[src/rtl/serial_com_rx.sv]
`default_nettype none
// ============================================================================
// Module   : serial_com_rx
// Purpose  : Bit-serial frame receiver: hunts a 16-bit header, collects a
//            3-byte payload and checks a 16-bit delimiter, with idle timeout.
// Revision : 1.0
// ============================================================================
module serial_com_rx #(
    parameter logic [15:0] HEADER         = 16'hA5A5,
    parameter logic [15:0] DELIMITER      = 16'h5A5A,
    parameter int          TIMEOUT_CYCLES = 1024
) (
    input  logic       clock,
    input  logic       reset,
    input  logic       bit_valid,
    input  logic       serial_in,
    output logic [7:0] payload0,
    output logic [7:0] payload1,
    output logic [7:0] payload2,
    output logic       frame_valid,
    output logic       frame_error,
    output logic       rx_busy,
    output logic [7:0] frame_count,
    output logic [7:0] error_count
);

    localparam int c_IDLE_W = $clog2(TIMEOUT_CYCLES + 1);

    typedef enum logic [1:0] {
        HUNT    = 2'd0,
        PAYLOAD = 2'd1,
        DELIM   = 2'd2
    } state_t;

    state_t              r_state;
    logic [15:0]         r_shift;
    logic [23:0]         r_stage;
    logic [4:0]          r_bit_cnt;
    logic [c_IDLE_W-1:0] r_idle;

    logic [15:0]         w_shift_next;
    logic [23:0]         w_stage_next;
    logic                w_idle_last;
    logic [7:0]          w_error_inc;

    assign w_shift_next = {r_shift[14:0], serial_in};
    assign w_stage_next = {r_stage[22:0], serial_in};
    assign w_idle_last  = (r_idle == c_IDLE_W'(TIMEOUT_CYCLES - 1));
    assign w_error_inc  = (error_count == 8'hFF) ? error_count : error_count + 8'd1;

    always_ff @(posedge clock) begin
        if (reset) begin
            r_state     <= HUNT;
            r_shift     <= '0;
            r_stage     <= '0;
            r_bit_cnt   <= '0;
            r_idle      <= '0;
            payload0    <= '0;
            payload1    <= '0;
            payload2    <= '0;
            frame_valid <= 1'b0;
            frame_error <= 1'b0;
            rx_busy     <= 1'b0;
            frame_count <= '0;
            error_count <= '0;
        end else begin
            frame_valid <= 1'b0;
            frame_error <= 1'b0;
            case (r_state)
                HUNT: begin
                    r_idle <= '0;
                    if (bit_valid) begin
                        r_shift <= w_shift_next;
                        if (w_shift_next == HEADER) begin
                            r_state   <= PAYLOAD;
                            r_bit_cnt <= '0;
                            rx_busy   <= 1'b1;
                        end
                    end
                end
                PAYLOAD, DELIM: begin
                    if (bit_valid) begin
                        r_idle <= '0;
                        if (r_state == PAYLOAD) begin
                            r_stage <= w_stage_next;
                            if (r_bit_cnt == 5'd23) begin
                                r_state   <= DELIM;
                                r_bit_cnt <= '0;
                            end else begin
                                r_bit_cnt <= r_bit_cnt + 5'd1;
                            end
                        end else begin
                            r_shift <= w_shift_next;
                            if (r_bit_cnt == 5'd15) begin
                                // Clearing the shift register keeps delimiter bits out of the next header hunt.
                                r_state   <= HUNT;
                                r_shift   <= '0;
                                r_bit_cnt <= '0;
                                rx_busy   <= 1'b0;
                                if (w_shift_next == DELIMITER) begin
                                    frame_valid <= 1'b1;
                                    payload0    <= r_stage[23:16];
                                    payload1    <= r_stage[15:8];
                                    payload2    <= r_stage[7:0];
                                    frame_count <= frame_count + 8'd1;
                                end else begin
                                    frame_error <= 1'b1;
                                    error_count <= w_error_inc;
                                end
                            end else begin
                                r_bit_cnt <= r_bit_cnt + 5'd1;
                            end
                        end
                    end else if (w_idle_last) begin
                        r_state     <= HUNT;
                        r_shift     <= '0;
                        r_bit_cnt   <= '0;
                        r_idle      <= '0;
                        rx_busy     <= 1'b0;
                        frame_error <= 1'b1;
                        error_count <= w_error_inc;
                    end else begin
                        r_idle <= r_idle + c_IDLE_W'(1);
                    end
                end
                default: begin
                    r_state <= HUNT;
                    r_shift <= '0;
                    r_idle  <= '0;
                    rx_busy <= 1'b0;
                end
            endcase
        end
    end

endmodule
`default_nettype wire

[config.mk]
export PLATFORM = sky130hd
export DESIGN_NAME = serial_com_rx
export DESIGN_NICKNAME = d
export VERILOG_FILES = /design/src/rtl/serial_com_rx.sv
export SDC_FILE = /design/constraint.sdc
export NUM_CORES = 1
export LEC_CHECK = 0
export ABC_AREA = 1
export CAP_MARGIN = 15
export CORE_MARGIN = 2
export CORE_UTILIZATION = 44
export DETAILED_ROUTE_END_ITERATION = 10
export PLACE_DENSITY = 0.67
export SLEW_MARGIN = 30
export SYNTH_ARGS = -nofsm -noshare
export SYNTH_HDL_FRONTEND = slang
export SYNTH_SLANG_ARGS = --single-unit
[constraint.sdc]
create_clock -name clock -period 1.6 [get_ports clock]
set_input_delay 0.48 -clock clock [delete_from_list [all_inputs] [get_ports clock]]
set_output_delay 0.48 -clock clock [all_outputs]
set_load 0.01 [all_outputs]
==> out/qor.yml, run 1 <==
run_status:
  status: "finished with violations"
  violations: "setup timing"
synthesis:
  synth-async-reset-ratio_pct: 0
  synth_area_leaders: "dfxtp_1 (45%), nor2_1 (13%), nand2_1 (7.8%)"
  synth_cells: 619
  ys.flop_type: "dfxtp_1"
  synth-edff-count: 0
  yosysTopAreaCellShare_pct: 45.0
  yosysTopAreaCell: "dfxtp_1"
  yosys_register_bits: 100
  synthesis.nets: 632
  avgSynthCellArea_um2: 7.19
  ys_seq_area_share_pct: 45.0
  mappedNetlistArea_um2: 4450
  synth.distinct_cells: 33
  ys_warn_count: 0
global_route:
  antenna_found_initial: 0
  grt_usage_pct: 19.2
  grt_pass1_wl_um: 17700
  grt_max_degree: 61
  grt_pass1_vias: 4002
  grt.overflow.total: 0
floorplan:
  fp.dieW_um: 105
  core_region_area_um2: 9770
  boundaryPins: 47
  die-area_um2: 10900
  die_y_um: 105
  start_util_pct: 45.5
  num_rows: 36
layout:
  final_common_cell: "nor2_1"
  drive_above_1_share_pct: 26.2
  diodes: 0
  num-fill-cells: 896
  syn_to_final_growth_pct: 37.3
  nNetsFinal: 733
  layout_common_cells: "nor2_1 (140), dfxtp_1 (88), nand2_1 (84)"
  post-route-util_pct: 62.5
detailed_routing:
  dr.first_iter.drc_count: 173
  vias: 4327
  routedWlPerCell_um: 12.9
  routed_wl_um: 11100
  routed_via_density: 5.05
  drc: 0
  antenna_left: 0
  drt_first_pass_iters: 4
placed_design:
  dpl.hpwl_um: 6910
  place_congestion: 0.872
  pre_cts_slack_ns: -0.523
  io_buffers: 46
power_and_ir_drop:
  p_per_area_nw_per_um2: 737
  ir_worst_vdd_uv: 460
  leakage_nw: 2.51
min_path:
  min-delay-start: "r_idle[0]"
  hp-class: "reg -> reg"
  holdPathEnd: "r_idle[0]"
  hold_depth: 1
worst_setup_path:
  r2r_end: "r_shift[2]"
  worstSetupStartpointType: "flip-flop"
  crit_path_max_incr_delay_ns: 0.36
  slowest_stage: "dfxtp_2"
  crit_start: "r_state[0]"
  cp_max_fo: 7
  cp_common_cell: "inv_2"
  end_kind: "flip-flop"
  reg2reg_slack_ns: -0.04
  path_cells: "inv_2, ha_4, nand2_2, inv_2, nand2_4, a21oi_4, clkbuf_16, nand3_1, a21oi_1"
  path_class: "reg -> reg"
  rr_worst_depth: 9
  arrival_ns: 1.93
  cp.required_ns: 1.89
  rr_startpoint: "r_state[0]"
timing:
  final_hold_viol_count: 0
  rsz0062_at_grt: "true"
  setup_slack_ns: -0.0437
  max_freq_mhz: 608
  setup_viol: 12
  post-route-period-util_pct: 103
  fin_skew_ns: 0.00922
  drv_slew: 0
  tightest_slew_ns: 0.398
  relSlewSlack_pct: 73.5
  finalCriticalPeriod_ns: 1.64
clocking:
  cts_max_level: 3
  clock-sinks: 100
  ctsLongestPathBuffers: 2
  cts-buffers-inserted: 9
  worstSkewPairLatency_ns: 0.36
  cts_root_buf: "clkbuf_8"
  cts.clk_slew.worst_paths_ns: 0.10
  cts_tree: "yes"
run:
  max-cap-violations: 0
worst max path at each step:
stage                     slack [ns]  depth (start not counted)            to
after floorplan                 0.02                          8  r_bit_cnt[2]
after global placement         -0.45                          9   payload2[3]
after detailed placement       -0.52                          9   payload1[5]
after CTS                     0.0002                          9   payload1[0]
after global routing           -0.10                          9    r_shift[8]
final                          -0.04                          9    r_shift[2]
flip-flops by register name, indices dropped and copies added (netlist names):
register	flops
payload0	8
frame_count	8
error_count	8
payload1	8
frame_error	1
r_shift	15
frame_valid	1
r_bit_cnt	5
r_idle	11
rx_busy	1
payload2	8
r_state	2
r_stage	24
layer usage:
| layer | share of wire [%] | GRT usage, % |
|---|---|---|
| met1 | 45 | 24.1 |
| met2 | 50 | 33.9 |
| met3 | 4.1 | 2.87 |
| met4 | 1.1 | 5.41 |
| met5 | 0 | 0 |
report_power, final:
group          total [mW]  internal (mW)  leakage, nW  switching [mW]
Combinational       0.466          0.179         1.62           0.287
Clock                1.48          0.613       0.0824           0.870
Sequential           2.55           2.52        0.812          0.0284
worst max-delay path, delay by kind of cell (launching register included):
kind            cells  cell delay [ns]
flops               1             0.36
compound gates      2             0.36
buf+inv             3             0.34
fa+ha+maj           1             0.30
simple gates        3             0.21
final cells by class:
type	instances	area (µm²)	area share, %
clock buffers	11	141	2.32
clock inverters	4	32.5	0.533
inverters	49	200	3.28
multi-input cells	448	2490	40.9
flip-flops and latches	100	2020	33.0
well taps	133	166	2.72
repair buffers	112	1050	17.3
logic make-up after synthesis:
group | Yosys count | synth area share [%]
buffers and inverters | 71 | 7.03
AO/OA/AOI/OAI | 92 | 10.7
AND/OR/NAND/NOR | 334 | 32.1
flip-flops | 100 | 45.0
adder cells (fa/ha/maj) | 9 | 2.53
XOR/XNOR | 13 | 2.56
cell usage after synthesis (4+ instances only):
master and number:
o21ai_1 7, inv_2 7, buf_6 5, nand2_2 4
nor2_1 156, nand4_1 17, xor2_1 9, o21ai_0 48
a21oi_1 33, nand2_1 93, nor3_1 6, dfxtp_1 100
xnor2_1 4, inv_1 39, nand3_1 44, ha_1 9
clkbuf_1 12
stage by stage:
step	setup TNS, ns	instance area [µm²]	power (mW)	cells	hold WS, ns
after floorplan	0	4460	2.85	619	0.418
after global placement	-32.73	5420	2.97	830	0.430
after detailed placement	-33.81	5420	2.98	830	0.436
after CTS	0	5650	4.46	848	0.457
after global routing	-3.44	6110	4.69	857	0.449
final	-0.185	6110	4.50	857	0.423
timing repair:
action,4_1_cts,5_1_grt
hold buffers,0,0
pin swaps,11,49
setup buffers,2,5
cloned,1,4
endpoints found under the setup margin,104,69
resized for setup,72,103
(Power assumes the default switching activity.)
==> run 2, diff against run 1 <==
--- a/config.mk
+++ b/config.mk
@@ -11,6 +11,7 @@
 export CORE_UTILIZATION = 44
 export DETAILED_ROUTE_END_ITERATION = 10
 export PLACE_DENSITY = 0.67
+export REMOVE_ABC_BUFFERS = 1
 export SLEW_MARGIN = 30
 export SYNTH_ARGS = -nofsm -noshare
 export SYNTH_HDL_FRONTEND = slang
==> run 2 against run 1 <==
Against the previous run:
- the flow still finishes with violations (setup timing)
- final cell count grew 0.58%
- wire length shrank 0.34%
- die area is the same
- clock power grew 5%
- largest power group unchanged
- register-to-register slack gained 0.02 ns
- final area shrank 0.10%
- sequential cell count is the same
- largest cell class unchanged
- worst hold slack gained 0.052 ns
- global-route usage grew 0.45 points
- via count is the same
==> out/qor.yml, run 2 (same netlist as run 1, synthesis figures left out) <==
layout:
  nNetsFinal: 737
  post-route-util_pct: 62.4
  drive_above_1_share_pct: 25.9
  syn_to_final_growth_pct: 37.2
  diodes: 0
  regMostFlops: "r_stage"
  largest_register_ff_count: 24
  final_common_cell: "nor2_1"
  layout_common_cells: "nor2_1 (152), dfxtp_1 (85), nand2_1 (81)"
  top_regs: "r_stage x24, r_shift x15, r_idle x11"
clocking:
  cts_tree: "yes"
  ctsLongestPathBuffers: 2
  cts_root_buf: "clkbuf_8"
  cts.clk_slew.worst_paths_ns: 0.11
  cts_max_level: 3
  ctsHoldBuffers: 0
  cts-buffers-inserted: 9
  worstSkewPairLatency_ns: 0.37
  clock-sinks: 100
timing:
  setup_viol: 9
  fin_skew_ns: 0.0124
  tightest_slew_ns: 0.383
  setup_slack_ns: -0.0216
  post-route-period-util_pct: 101
  drv_slew: 0
  max_freq_mhz: 617
  finalCriticalPeriod_ns: 1.62
  rsz0062_at_grt: "true"
  final_hold_viol_count: 0
  relSlewSlack_pct: 74.5
global_route:
  grt.busiest_layer: "met2"
  gr-usage-met2_pct: 32.3
  grt_pass1_wl_um: 18000
  grt_max_degree: 58
  grt.overflow.total: 0
  grt_pass1_vias: 4084
  antenna_found_initial: 0
  use_met3_pct: 2.62
  met1_usage_pct: 25.8
  grt_usage_pct: 19.6
worst_setup_path:
  cp.required_ns: 1.87
  arrival_ns: 1.90
  path_class: "reg -> reg"
  end_kind: "flip-flop"
  worstSetupStartpointType: "flip-flop"
  cp_max_fo: 26
detailed_routing:
  drc: 0
  routed_via_density: 5.02
  dr.first_iter.drc_count: 175
  antenna_left: 0
  drt_first_pass_iters: 4
  vias: 4327
  routed_wl_um: 11000
  routedWlPerCell_um: 12.8
floorplan:
  die-area_um2: 10900
  start_util_pct: 45.5
  boundaryPins: 47
  fp.dieW_um: 105
  die_y_um: 105
  num_rows: 36
  core_region_area_um2: 9770
power_and_ir_drop:
  p_per_area_nw_per_um2: 763
  ir_worst_vdd_uv: 413
  pwr-share-clk_pct: 33.5
  total_power_mw: 4.65
  comb_power_share_pct: 11.7
  swShare_pct: 27.7
  power.internal_mw: 3.37
  leakage_nw: 2.52
  netSwitchingPower_mw: 1.29
  p_seq_share_pct: 54.8
placed_design:
  place_congestion: 0.895
  io_buffers: 46
  dpl.hpwl_um: 7030
run_status:
  status: "finished with violations"
  violations: "setup timing"
min_path:
  hp-class: "reg -> reg"
run:
  max-cap-violations: 0
-- run 2: final cells by class --
| cell class | count | area, µm² |
|---|---|---|
| well taps | 133 | 166 |
| flip-flops and latches | 100 | 2020 |
| clock inverters | 7 | 65.1 |
| repair buffers | 116 | 1080 |
| multi-input cells | 448 | 2440 |
| clock buffers | 9 | 124 |
| fillers | 906 | 3670 |
| inverters | 49 | 211 |
-- run 2: through the flow --
step,area (µm²),worst slack [ns],TNS (ns),hold WS (ns),cells
finish,6100,-0.0216,-0.0645,0.475,862
detailed placement,5390,-0.539,-37.22,0.460,828
global route,6100,-0.100,-2.83,0.510,862
CTS,5770,-0.0261,-0.136,0.475,857
floorplan,4320,-0.381,-9.97,0.418,597
global placement,5390,-0.530,-34.76,0.445,828
-- run 2: power groups by stage --
stage          clock, mW  sequential, mW  combinational, mW
6_report            1.56            2.55              0.543
5_1_grt             1.70            2.56              0.592
4_1_cts             1.61            2.55              0.443
3_5_place_dp           0            2.60              0.382
3_3_place_gp           0            2.60              0.374
2_1_floorplan          0            2.60              0.210
-- run 2: timing repair --
item | CTS | global route
endpoints found under the setup margin | 106 | 66
setup buffers | 12 | 6
gates resized for setup | 86 | 98
hold endpoints to repair | 0 | 0
pin swaps | 11 | 37
cloned | 1 | 2
-- run 2: worst max-delay path, stage by stage (launching register included) --
cell,delay [ns]
dfxtp_2,0.37
ha_4,0.14
nand4_1,0.19
inv_1,0.16
nand2_1,0.07
inv_2,0.10
nand3_2,0.10
buf_12,0.18
o21ai_1,0.15
nor2_1,0.06
-- run 2: layer usage --
layer	wire, µm	up-vias
li1	-	2204
met1	5130	2027
met2	5410	82
met3	334	14
met4	184	0
met5	0	-
-- run 2: final timing paths --
kind,from,to,slack (ns),cells after the start
worst max-delay path,r_bit_cnt[1],payload1[6],-0.02,9
worst min-delay path,r_shift[5],r_shift[5],0.48,2
worst max register to register,r_bit_cnt[1],payload1[6],-0.02,9
worst min register to register,r_shift[5],r_shift[5],0.48,2
==> run 3, diff against run 2 <==
--- a/config.mk
+++ b/config.mk
@@ -7,10 +7,9 @@
 export LEC_CHECK = 0
 export ABC_AREA = 1
 export CAP_MARGIN = 15
-export CORE_MARGIN = 2
-export CORE_UTILIZATION = 44
+export CORE_MARGIN = 3
+export CORE_UTILIZATION = 30
 export DETAILED_ROUTE_END_ITERATION = 10
-export PLACE_DENSITY = 0.67
 export REMOVE_ABC_BUFFERS = 1
 export SLEW_MARGIN = 30
 export SYNTH_ARGS = -nofsm -noshare
==> run 3 against run 2 <==
Against the previous run:
- the run still ends with setup timing left
- die area grew 49%
- total power increased by 14%
- clock power rose by 41%
- register-to-register slack about the same
- non-clock buffer count grew 23
- clock skew shrank 0.0052 ns
- critical path type unchanged
- critical endpoint is now error_count[4]
==> out/qor.yml, run 3 (same netlist as run 1, synthesis figures left out) <==
timing:
  max_freq_mhz: 612
  relSlewSlack_pct: 79.3
  setup_slack_ns: -0.0353
  post-route-period-util_pct: 102
  rsz0062_at_grt: "true"
  drv_slew: 0
  tightest_slew_ns: 0.311
  whs_ns: 0.459
  fin_setup_tns_ns: -0.116
  fin_skew_ns: 0.00723
  setup_viol: 9
  finalCriticalPeriod_ns: 1.64
  final_hold_viol_count: 0
placed_design:
  io_buffers: 46
  dpl.hpwl_um: 7510
  place_congestion: 0.778
  post_dp_cell_area_um2: 5610
floorplan:
  num_rows: 43
  fp.dieW_um: 128
  start_util_pct: 31.3
  die-area_um2: 16300
  core_region_area_um2: 14200
  boundaryPins: 47
  die_y_um: 128
power_and_ir_drop:
  power.internal_mw: 3.97
  netSwitchingPower_mw: 1.31
  swShare_pct: 24.8
  p_per_area_nw_per_um2: 793
  total_power_mw: 5.28
  pwr-share-clk_pct: 41.7
  p_seq_share_pct: 48.3
  comb_power_share_pct: 10.0
  leakage_nw: 2.77
  ir_worst_vdd_uv: 583
layout:
  drive_above_1_share_pct: 31.4
  final_cell_area_um2: 6660
  post-route-util_pct: 46.9
  nNetsFinal: 760
  diodes: 0
  largest_register_ff_count: 24
  layout_common_cells: "nor2_1 (136), nand2_1 (87), dfxtp_1 (85)"
  final_common_cell: "nor2_1"
  top_regs: "r_stage x24, r_shift x15, r_idle x11"
  syn_to_final_growth_pct: 49.7
  regMostFlops: "r_stage"
  seqCellArea_um2: 2020
  num-fill-cells: 1408
  multi_input_area_um2: 2580
detailed_routing:
  routedWlPerCell_um: 12.9
  routed_via_density: 4.69
  antenna_left: 0
  vias: 4373
  routed_wl_um: 12000
  drc: 0
  drt_first_pass_iters: 4
  dr.first_iter.drc_count: 189
clocking:
  ctsHoldBuffers: 0
  clock-sinks: 100
  cts_tree: "yes"
  cts_root_buf: "clkbuf_16"
  cts.clk_slew.worst_paths_ns: 0.07
  cts-buffers-inserted: 9
  ctsLongestPathBuffers: 2
  cts_max_level: 3
  worstSkewPairLatency_ns: 0.34
global_route:
  grt_pass1_vias: 3942
  grt_max_degree: 26
  grt.overflow.total: 0
  grt_usage_pct: 14.1
  antenna_found_initial: 0
  grt_pass1_wl_um: 18800
worst_setup_path:
  arrival_ns: 1.91
  worstSetupStartpointType: "flip-flop"
  path_class: "reg -> reg"
  cp.required_ns: 1.87
  end_kind: "flip-flop"
  cp_max_fo: 6
run:
  max-cap-violations: 0
run_status:
  status: "finished with violations"
  violations: "setup timing"
min_path:
  hp-class: "reg -> reg"
-- run 3: per-stage QoR --
| stage | cells | worst slack [ns] |
|---|---|---|
| CTS | 927 | -0.0342 |
| finish | 932 | -0.0353 |
| global route | 932 | -0.130 |
| detailed placement | 893 | -0.498 |
| global placement | 893 | -0.453 |
| floorplan | 597 | -0.381 |
-- run 3: layout make-up --
cell class	instances	area share (%)
multi-input combinational	448	38.7
sequential	100	30.3
timing repair buffer	139	19.9
clock buffer	9	3.38
tap	180	3.38
inverter	49	3.21
clock inverter	7	1.13
-- run 3: worst max-delay path: stages (launching register included) --
cell and delay [ns]:
dfxtp_2 0.35, inv_4 0.05, ha_4 0.28, buf_6 0.13, inv_4 0.04, nor2_4 0.07
nand3_2 0.09, nor2_4 0.17, buf_6 0.15, nand3_1 0.10, a21oi_2 0.13
-- run 3: power groups by stage --
stage / clock network (mW) / registers (mW) / logic (mW)
floorplan: 0 / 2.60 / 0.210
global placement: 0 / 2.60 / 0.400
detailed placement: 0 / 2.60 / 0.402
CTS: 2.27 / 2.54 / 0.459
global route: 2.35 / 2.55 / 0.580
finish: 2.20 / 2.55 / 0.531
-- run 3: what timing repair did --
action | CTS | global route
gates resized for setup | 106 | 115
pin swaps | 26 | 49
gates cloned | 3 | 3
setup buffers | 16 | 5
setup endpoints to repair | 106 | 64
-- run 3: path summary, 6_finish.rpt --
check,startpoint,to,cells past startpoint,slack [ns]
setup / recovery,r_state[1],error_count[4],10,-0.04
hold reg to reg,r_idle[10],r_idle[10],2,0.46
setup reg to reg,r_state[1],error_count[4],10,-0.04
hold / removal,r_idle[10],r_idle[10],2,0.46
-- run 3: layer usage --
metal	track usage, %	part of all wire (%)	vias up
met5	0	0	-
met4	3.75	1.1	0
met3	2.83	3.2	10
met2	23.2	48	79
met1	18.8	48	2020
li1	-	-	2264
